[src/rtl/bin_img_pkg.sv]
// Shared constants and types for the binary-image path (downscaler and upscaler).
package bin_img_pkg;

  localparam int IMG_IN_W  = 64;
  localparam int IMG_IN_H  = 32;
  localparam int IMG_OUT_W = 128;
  localparam int IMG_OUT_H = 64;

  typedef enum logic {
    LOAD = 1'b0,
    EMIT = 1'b1
  } upscale_state_t;

endpackage

[src/rtl/bin_upscale_2x.sv]
// Nearest-neighbour 2x upscaler for a 1-bit raster stream: buffers one line, then emits it twice,
// each pixel doubled. Define UPSCALE_FRAME_MARK_EN to add dout_sof/dout_eol frame markers.
module bin_upscale_2x
  import bin_img_pkg::*;
#(
  parameter int IN_W = IMG_IN_W,
  parameter int IN_H = IMG_IN_H
) (
  input  logic clk,
  input  logic rst_n,
  input  logic din_valid,
  input  logic din,
  output logic din_ready,
`ifdef UPSCALE_FRAME_MARK_EN
  output logic dout_sof,
  output logic dout_eol,
`endif
  output logic dout_valid,
  input  logic dout_ready,
  output logic dout
);

  localparam int CW = $clog2(IN_W);
  localparam int OW = CW + 1;
  localparam int RW = (IN_H > 1) ? $clog2(IN_H) : 1;

  localparam logic [CW-1:0] COL_LAST = CW'(IN_W - 1);
  localparam logic [OW-1:0] OUT_LAST = OW'(2 * IN_W - 1);
  localparam logic [RW-1:0] ROW_LAST = RW'(IN_H - 1);

  upscale_state_t  state_q, state_d;
  logic [CW-1:0]   in_col_q, in_col_d;
  logic [OW-1:0]   out_col_q, out_col_d;
  logic [RW-1:0]   in_row_q, in_row_d;
  logic            rep_q, rep_d;
  logic [IN_W-1:0] line_buf_q, line_buf_d;

  always_comb begin
    // NOTE: every signal written here gets a default first, so no path through the case infers a latch.
    state_d    = state_q;
    in_col_d   = in_col_q;
    out_col_d  = out_col_q;
    in_row_d   = in_row_q;
    rep_d      = rep_q;
    line_buf_d = line_buf_q;
    din_ready  = 1'b0;
    dout_valid = 1'b0;

    unique case (state_q)
      LOAD: begin
        din_ready = 1'b1;
        if (din_valid) begin
          line_buf_d[in_col_q] = din;
          if (in_col_q == COL_LAST) begin
            in_col_d = '0;
            state_d  = EMIT;
          end else begin
            in_col_d = in_col_q + CW'(1);
          end
        end
      end

      EMIT: begin
        dout_valid = 1'b1;
        if (dout_ready) begin
          if (out_col_q == OUT_LAST) begin
            out_col_d = '0;
            rep_d     = ~rep_q;
            // Second copy of the line finished: fetch the next input line.
            if (rep_q) begin
              state_d  = LOAD;
              in_row_d = (in_row_q == ROW_LAST) ? '0 : in_row_q + RW'(1);
            end
          end else begin
            out_col_d = out_col_q + OW'(1);
          end
        end
      end

      default: ;
    endcase
  end

  // Output pixel depends only on registered state; out_col/2 selects the source pixel.
  assign dout = (state_q == EMIT) & line_buf_q[out_col_q[OW-1:1]];

`ifdef UPSCALE_FRAME_MARK_EN
  assign dout_sof = (state_q == EMIT) && (in_row_q == '0) && !rep_q && (out_col_q == '0);
  assign dout_eol = (state_q == EMIT) && (out_col_q == OUT_LAST);
`endif

  always_ff @(posedge clk or negedge rst_n) begin
    if (!rst_n) begin
      state_q    <= LOAD;
      in_col_q   <= '0;
      out_col_q  <= '0;
      in_row_q   <= '0;
      rep_q      <= 1'b0;
      // NOTE: the line buffer is cleared on reset so a discarded partial line never reaches the output.
      line_buf_q <= '0;
    end else begin
      // NOTE: non-blocking updates so every register takes the value computed from pre-edge state.
      state_q    <= state_d;
      in_col_q   <= in_col_d;
      out_col_q  <= out_col_d;
      in_row_q   <= in_row_d;
      rep_q      <= rep_d;
      line_buf_q <= line_buf_d;
    end
  end

endmodule

[config.mk]
export PLATFORM = sky130hd
export DESIGN_NAME = bin_upscale_2x
export DESIGN_NICKNAME = d
export VERILOG_FILES = /design/src/rtl/bin_img_pkg.sv /design/src/rtl/bin_upscale_2x.sv
export SDC_FILE = /design/constraint.sdc
export NUM_CORES = 1
export LEC_CHECK = 0
export ABC_AREA = 1
export CORE_AREA = 2 2 113 115
export DETAILED_ROUTE_END_ITERATION = 8
export DIE_AREA = 0 0 115 117
export HOLD_SLACK_MARGIN = 0.08
export PLACE_DENSITY = 0.49
export RECOVER_POWER = 50
export SLEW_MARGIN = 20
export SYNTH_ARGS = -nofsm -noshare
export SYNTH_HDL_FRONTEND = slang
export SYNTH_SLANG_ARGS = --single-unit
[constraint.sdc]
create_clock -name clk -period 1.7 [get_ports clk]
set_clock_uncertainty 0.05 [all_clocks]
set_input_delay 0.34 -clock clk [delete_from_list [all_inputs] [get_ports clk]]
set_output_delay 0.34 -clock clk [all_outputs]
set_load 0.02 [all_outputs]
# Yosys cells after proc, flatten, opt, wreduce, memory -nomap -nowiden
# Index checks and enable logic that the tools add are counted.
# W data, S select, Z words.
[word_totals] register_bits=79 inputBits=5 output_inout_bits=3 wordCells=34
[op_classes] addsub=2 n_lt_le_gt_ge=3 eq_ne=2 n_mux=15 bitwise=3 reduce_logical=4
[ops] op="$bwmux W64" n=1
[ops] op="$lt A6 B7 Y1 const B" n=2
[ops] op="$mux W1" n=9
[ops] op="$add A7 B1 Y7 const B" n=1
[ops] op="$eq A7 B7 Y1 const B" n=1
[ops] op="$mux W7" n=1
[ops] op="$add A6 B1 Y6 const B" n=1
[ops] op="$bmux W1 S6" n=1
[ops] op="$demux W1 S6" n=1
[ops] op="$eq A6 B6 Y1 const B" n=1
[ops] op="$ge A6 B1 Y1 const B" n=1
[ops] op="$mux W6" n=1
[ops] op="$reduce_and A2 Y1" n=2
[ops] op="$reduce_and A3 Y1" n=1
[ops] op="$not A1 Y1" n=2
[ops] op="$pmux W1 S2" n=1
[ops] op="$and A1 B1 Y1" n=1
[ops] op="$logic_and A1 B1 Y1" n=1

# Depth between registers and ports, before layout
# Gate-level depths: netlist of the first run.
[logic_depth] word_depth=5 ltp_mapped=13 ltp_nobuf=11

# Worst setup path after synthesis of the first run
# OpenSTA, ideal clock, no wires.
[synth_timing] path_kind="register to output" from="reg out_col_q[1]" to="out dout" arrival_ps=1503 required_ps=1310 slack_ps=-193 stages_incl_launch_ff=12 path_buffers=2 cell_sequence="dfrtp_1 -> buf_2 -> inv_2 -> buf_2 -> nand2_1 -> a21oi_1 -> nor2_1 -> nand2_1 -> inv_1 -> nand2_1 -> nand3_1 -> a21oi_1"
[synth_via] elab_chain_cells=3
[synth_rtl] item="from (decl)" line_no="bin_upscale_2x.sv:33" text="logic [OW-1:0] out_col_q, out_col_d;"
[synth_rtl] item="from (signal assigned)" line_no="bin_upscale_2x.sv:105" text="out_col_q <= out_col_d;"
[synth_rtl] item="$bmux W1 S6" line_no="bin_upscale_2x.sv:85" text="assign dout = (state_q == EMIT) & line_buf_q[out_col_q[OW-1:1]];"
[synth_rtl] item="$mux W1 (implied by the code)" line_no="bin_upscale_2x.sv:85"
[synth_rtl] item="$and A1 B1 Y1" line_no="bin_upscale_2x.sv:85"
[synth_rtl] item="to (decl)" line_no="bin_upscale_2x.sv:20" text="output logic dout"
# Every way passes these cells. The select of a mux whose other input is x is not followed.

# Worst setup path in the final report of the first run
# Same ends and word-level chain as after synthesis.

==> flow_summary.ini, run 1 <==
[run_status]
outcome = finished with violations
violations = negative setup slack

[place]
gp_congestion = 0.8515
placed_cells = 717
dp_hpwl_mm = 7.698
port_buffers = 7
place_ws_ns = -0.7632

[worst_setup_path]
crit_top_cell = nand3_1
endpoint_kind = output pin
path_cells = buf_12 -> buf_16 -> nand2_1 -> nand3_1 -> nand3_1 -> nand3_2 -> nand2_2 -> nand3_4 -> a21oi_4 -> buf_6
worst_path_max_delay_cell = dfrtp_2
max_stage_delay_ns = 0.47
worst-endpoint-arrival_ns = 1.93
critPathRequiredTime_ns = 1.31
criticalPathCategory = flop to output pin
crit_family = simple AND/OR/NAND/NOR gates
cp_num_buf_inv = 3
start_kind = flop
cp_max_fo = 6

[die]
dieArea_sq_um = 13460
die_width_um = 115
initial_utilization_pct = 33.87
die_h_um = 117
ios = 8
rows = 41
core_area_sq_um = 12310

[logic_synthesis]
async_reset_ff_share_pct = 100.0
ys_top_cells_by_count = 150 x nand2_1, 79 x dfrtp_1, 58 x a21oi_1
synthCells = 532
yosys_most_used_dff = dfrtp_1
syn_avg_cell_area_sq_um = 7.839
yosysTopAreaCell = dfrtp_1
yosysWarnings = 0
synth_most_common_cell = nand2_1
ys_seq_area_share_pct = 47.40
synth_top_area_share_pct = 47.40
syn_area_sq_um = 4170
synth-seq-cells = 79
synth_edf_count = 0
ys_types = 28
synthesis.nets = 539
synthTopCellsByArea = dfrtp_1 47%, nand2_1 14%, a31oi_1 7.5%, a21oi_1 7.0%, inv_1 3.8%

[sta]
report.final.slew_viol_count = 0
setup_viol = 1
min_period_over_period_pct = 136.6
max_freq_ghz = 0.4305
final.setup.worst_slack_ns = -0.6227
rsz0062_at_grt = true
hold_viol_final = 0
slew_headroom_pct = 52.55
worst_pin_slew_ns = 0.7118
period_minus_slack_ns = 2.323

[clock_network]
clock-sinks = 79
cts_buffers = 9
clock_path_buffers = 2
tritoncts = yes
root_buffer = clkbuf_16
htreeDepth = 3
insertion_delay_ns = 0.35
path_clk_slew_ns = 0.06

[global_route]
overflow = 0
grt_usage_pct = 19.14
grt_pass1_wl_mm = 19.48
antenna_found_initial = 0
grt_max_degree = 63
grt_pass1_vias = 3649

[power]
power_density_nw_per_um2 = 1422
ir_drop_v = 0.0006502
p_leak_nw = 2.538

[cells_and_area]
fin_cells = 741
n_antenna_cell = 0
multi_input_area_sq_um = 1953
register_area_sq_um = 1979
nFillCells = 1249
drive_above_1_share_pct = 23.86
final_nets = 593
area_growth_pct = 30.21

[routing]
viasPerCell = 5.018
vias = 3718
dr.pass1.iters = 4
ant_nets = 0
drt_iter0_drc = 319
drc = 0
routedWlPerCell_um = 16.18
wirelength_mm = 11.99

[run]
maxCapViolCount = 0

[min_path]
hold_path_class = flop to flop
-- power breakdown --
part           switching (mW)  total, mW  internal [mW]
Combinational            1.91       3.18           1.27
Clock                   0.809       2.14           1.33
Sequential              0.283       2.40           2.12
Total                    3.00       7.72           4.72
-- cells by family after synthesis --
kind of cell    Yosys count  synth area share, %
buf+inv                  82                8.971
fa+ha+maj                 2               0.6000
xor+xnor                  4               0.8402
flops                    79                47.40
simple gates            235                25.08
compound gates          130                17.10
-- registers in the layout, indices dropped and copies added (netlist names) --
| register | count |
|---|---|
| line_buf_q | 64 |
| out_col_q | 7 |
| in_col_q | 6 |
| rep_q | 1 |
| state_q | 1 |
-- layout by cell type, fill, tap and decap left out, types with 8 or more instances in the layout --
cell type and instances:
clkbuf_16 10, o21ai_0 20, dfrtp_1 77, nor2_1 35
inv_1 39, a21oi_1 56, nand2_2 12, nand3_1 21
a31oi_1 50, buf_12 10, nor2_2 8, nand2_1 135
buf_4 50
-- final timing paths --
| path | startpoint | to | slack (ns) | cells after the start |
|---|---|---|---|---|
| max reg2reg | out_col_q[1] | out_col_q[5] | 0.03 | 11 |
| min in group asynchronous | rst_n | line_buf_q[28] | 0.53 | 2 |
| max in group asynchronous | rst_n | line_buf_q[49] | 0.18 | 3 |
| max | out_col_q[1] | dout | -0.62 | 10 |
| min reg2reg | rep_q | rep_q | 0.44 | 1 |
| min | rep_q | rep_q | 0.44 | 1 |
-- per-stage QoR --
step	cell area [sq um]	setup TNS (ns)	utilization, %	hold slack (ns)	total power, mW
6_report	5430	-0.6227	44.11	0.4361	7.719
5_1_grt	5430	-1.933	44.11	0.4565	8.215
3_5_place_dp	4850	-7.858	39.39	0.2457	4.944
2_1_floorplan	4207	-0.02546	-	-0.005591	4.077
4_1_cts	5288	-0.6160	42.95	0.4257	7.390
3_3_place_gp	4850	-6.997	39.39	0.2393	4.942
-- routing by layer --
layer	vias to the layer above	share of wire, %	wire length, um	GRT usage [%]
li1	1882	-	-	-
met5	-	0	0	0
met3	16	4.0	482	2.935
met1	1746	49	5862	26.53
met4	0	1.9	229	9.157
met2	74	45	5412	29.49
-- timing repair --
| action | 4_1_cts | 5_1_grt |
|---|---|---|
| hold buffers | 1 | 0 |
| buffers inserted | 3 | 1 |
| setup endpoints to repair | 4 | 13 |
| endpoints found under the hold margin | 25 | 0 |
| gates resized for setup | 17 | 40 |
| cloned | 1 | 3 |
| pin swaps | 1 | 16 |
-- final cells by class --
type / instances / area share, %
timing repair inverter: 2 / 0.4147
multi-input combinational: 371 / 35.97
inverter: 49 / 3.917
clock inverter: 5 / 1.498
timing repair buffer: 74 / 13.82
clock buffer: 11 / 4.470
sequential: 79 / 36.45
tap: 150 / 3.456
Note: power is estimated with default switching activity, not from simulation.
==> inputs of run 2 (changes only) <==
CORE_AREA = 2 2 95 97   (was 2 2 113 115)
DIE_AREA = 0 0 97 99   (was 0 0 115 117)
PLACE_DENSITY = 0.65   (was 0.49)
==> run 2 against run 1 <==
Against the previous run:
- the run still ends with negative setup slack left
- sequential share of layout area up 2.8 points
- core utilization increased by 15 points
- global-route usage rose by 3.9 points
- die area shrank 29%
- critical endpoint unchanged
==> flow_summary.ini, run 2 (synthesized netlist as in run 1, its figures left out) <==
[die]
initial_utilization_pct = 48.77
die_h_um = 99
rows = 34
core_area_sq_um = 8551
dieArea_sq_um = 9603
ios = 8
die_width_um = 97

[sta]
report.final.slew_viol_count = 0
rsz0062_at_grt = true
worst_pin_slew_ns = 0.7420
setup-tns-final_ns = -0.5712
hold_viol_final = 0
min_period_over_period_pct = 133.6
whs_ns = 0.4409
slew_headroom_pct = 50.53
max_freq_ghz = 0.4403
period_minus_slack_ns = 2.271
final.setup.worst_slack_ns = -0.5712
setup_viol = 1

[cells_and_area]
final_util_pct = 59.03
design_area_sq_um = 5047
final_common_cell = nand2_1
drive_above_1_share_pct = 19.45
reg_top3 = line_buf_q x64, out_col_q x7, in_col_q x6
area_growth_pct = 21.03
largest_reg_flops = 64
regMostFlops = line_buf_q
final_nets = 583
fin_cells = 689
final_cell_mix = 147 x nand2_1, 77 x dfrtp_1, 57 x a21oi_1
n_antenna_cell = 0

[routing]
routedWlPerCell_um = 15.22
dr.pass1.iters = 5
vias = 3711
ant_nets = 0
viasPerCell = 5.386
wirelength_mm = 10.49
drc = 0
drt_iter0_drc = 261

[worst_setup_path]
reg2regPathDepth = 8
r2r_slack_ns = 0.12
worst_path_max_delay_cell = dfrtp_2
reg2reg_to = out_col_q[5]
cp-endpoint = dout
endpoint_kind = output pin
max_stage_delay_ns = 0.49
critPathRequiredTime_ns = 1.31
r2r_start = out_col_q[1]
start_kind = flop
cp-startpoint = out_col_q[1]
criticalPathCategory = flop to output pin
worst-endpoint-arrival_ns = 1.88
cp_max_fo = 18
path_cells = buf_8 -> nand2_1 -> a21oi_1 -> nor2_1 -> nand2_1 -> inv_1 -> nand2_1 -> nand3_2 -> a21oi_4 -> buf_6
crit_top_cell = nand2_1

[clock_network]
cts_buffers = 9
post_cts_buffers = 0
clock_path_buffers = 2
clock-sinks = 79
path_clk_slew_ns = 0.09
tritoncts = yes
insertion_delay_ns = 0.36
root_buffer = clkbuf_8
htreeDepth = 3

[run]
maxCapViolCount = 0

[global_route]
grt_pass1_vias = 3521
overflow = 0
grt_max_degree = 80
grt_usage_pct = 23.06
antenna_found_initial = 0
grt_pass1_wl_mm = 17.79

[place]
place_ws_ns = -0.7080
dp_hpwl_mm = 6.915
gp_congestion = 0.8615
port_buffers = 7
placed_cells = 672
dpl_cell_area_sq_um = 4750

[min_path]
hp-start = rep_q
hold_path_class = flop to flop

[power]
power_density_nw_per_um2 = 1297
p_leak_nw = 2.408
finalPower_mw = 6.545
ir_drop_v = 0.0007104

[run_status]
outcome = finished with violations
violations = negative setup slack
-- run 2: changes by cell type in the layout (fill, tap and decap cells not counted), moves of 3 or more --
cell / previous run / this run
clkbuf_16: 10 / 0
nand3_2: 6 / 3
nand3_1: 21 / 26
clkbuf_8: 1 / 10
buf_4: 50 / 46
nor2_2: 8 / 5
nor2_1: 35 / 38
nand2_4: 4 / 1
nand2_1: 135 / 147
nand2_2: 12 / 3
-- run 2: how the worst min path moves through the flow --
stage	to	slack (ns)	cells past startpoint
floorplan	in_col_q[0]	-0.006	0
global placement	state_q	0.35	2
detailed placement	state_q	0.35	2
CTS	rep_q	0.44	1
global route	rep_q	0.46	1
finish	rep_q	0.44	1
-- run 2: layout make-up --
| cell class | count | area, sq um |
|---|---|---|
| inverters | 49 | 198.9 |
| clock buffers | 10 | 137.6 |
| multi-input cells | 371 | 1878 |
| flip-flops and latches | 79 | 1979 |
| repair buffers | 66 | 626.9 |
| fillers | 775 | 3503 |
| well taps | 108 | 135.1 |
| clock inverters | 6 | 91.34 |
-- run 2: report_power, final --
part / internal [mW] / switching (mW)
combinational: 0.939 / 1.58
sequential: 2.12 / 0.295
clock: 0.878 / 0.736
-- run 2: per-layer routing --
layer | GRT usage, % | wire (um)
met1 | 33.84 | 4975
met2 | 35.31 | 4802
met3 | 4.397 | 543
met4 | 6.176 | 168
met5 | 0 | 0
-- run 2: critical path, delay by kind of cell (launching register included) --
family          cells  cell delay [ns]
flops               1             0.49
simple gates        5             0.36
buf+inv             3             0.36
compound gates      2             0.33
-- run 2: repair_timing --
item	in CTS	in global routing
resized for setup	19	13
setup endpoints to repair	3	19
hold buffers	1	0
hold endpoints to repair	79	0
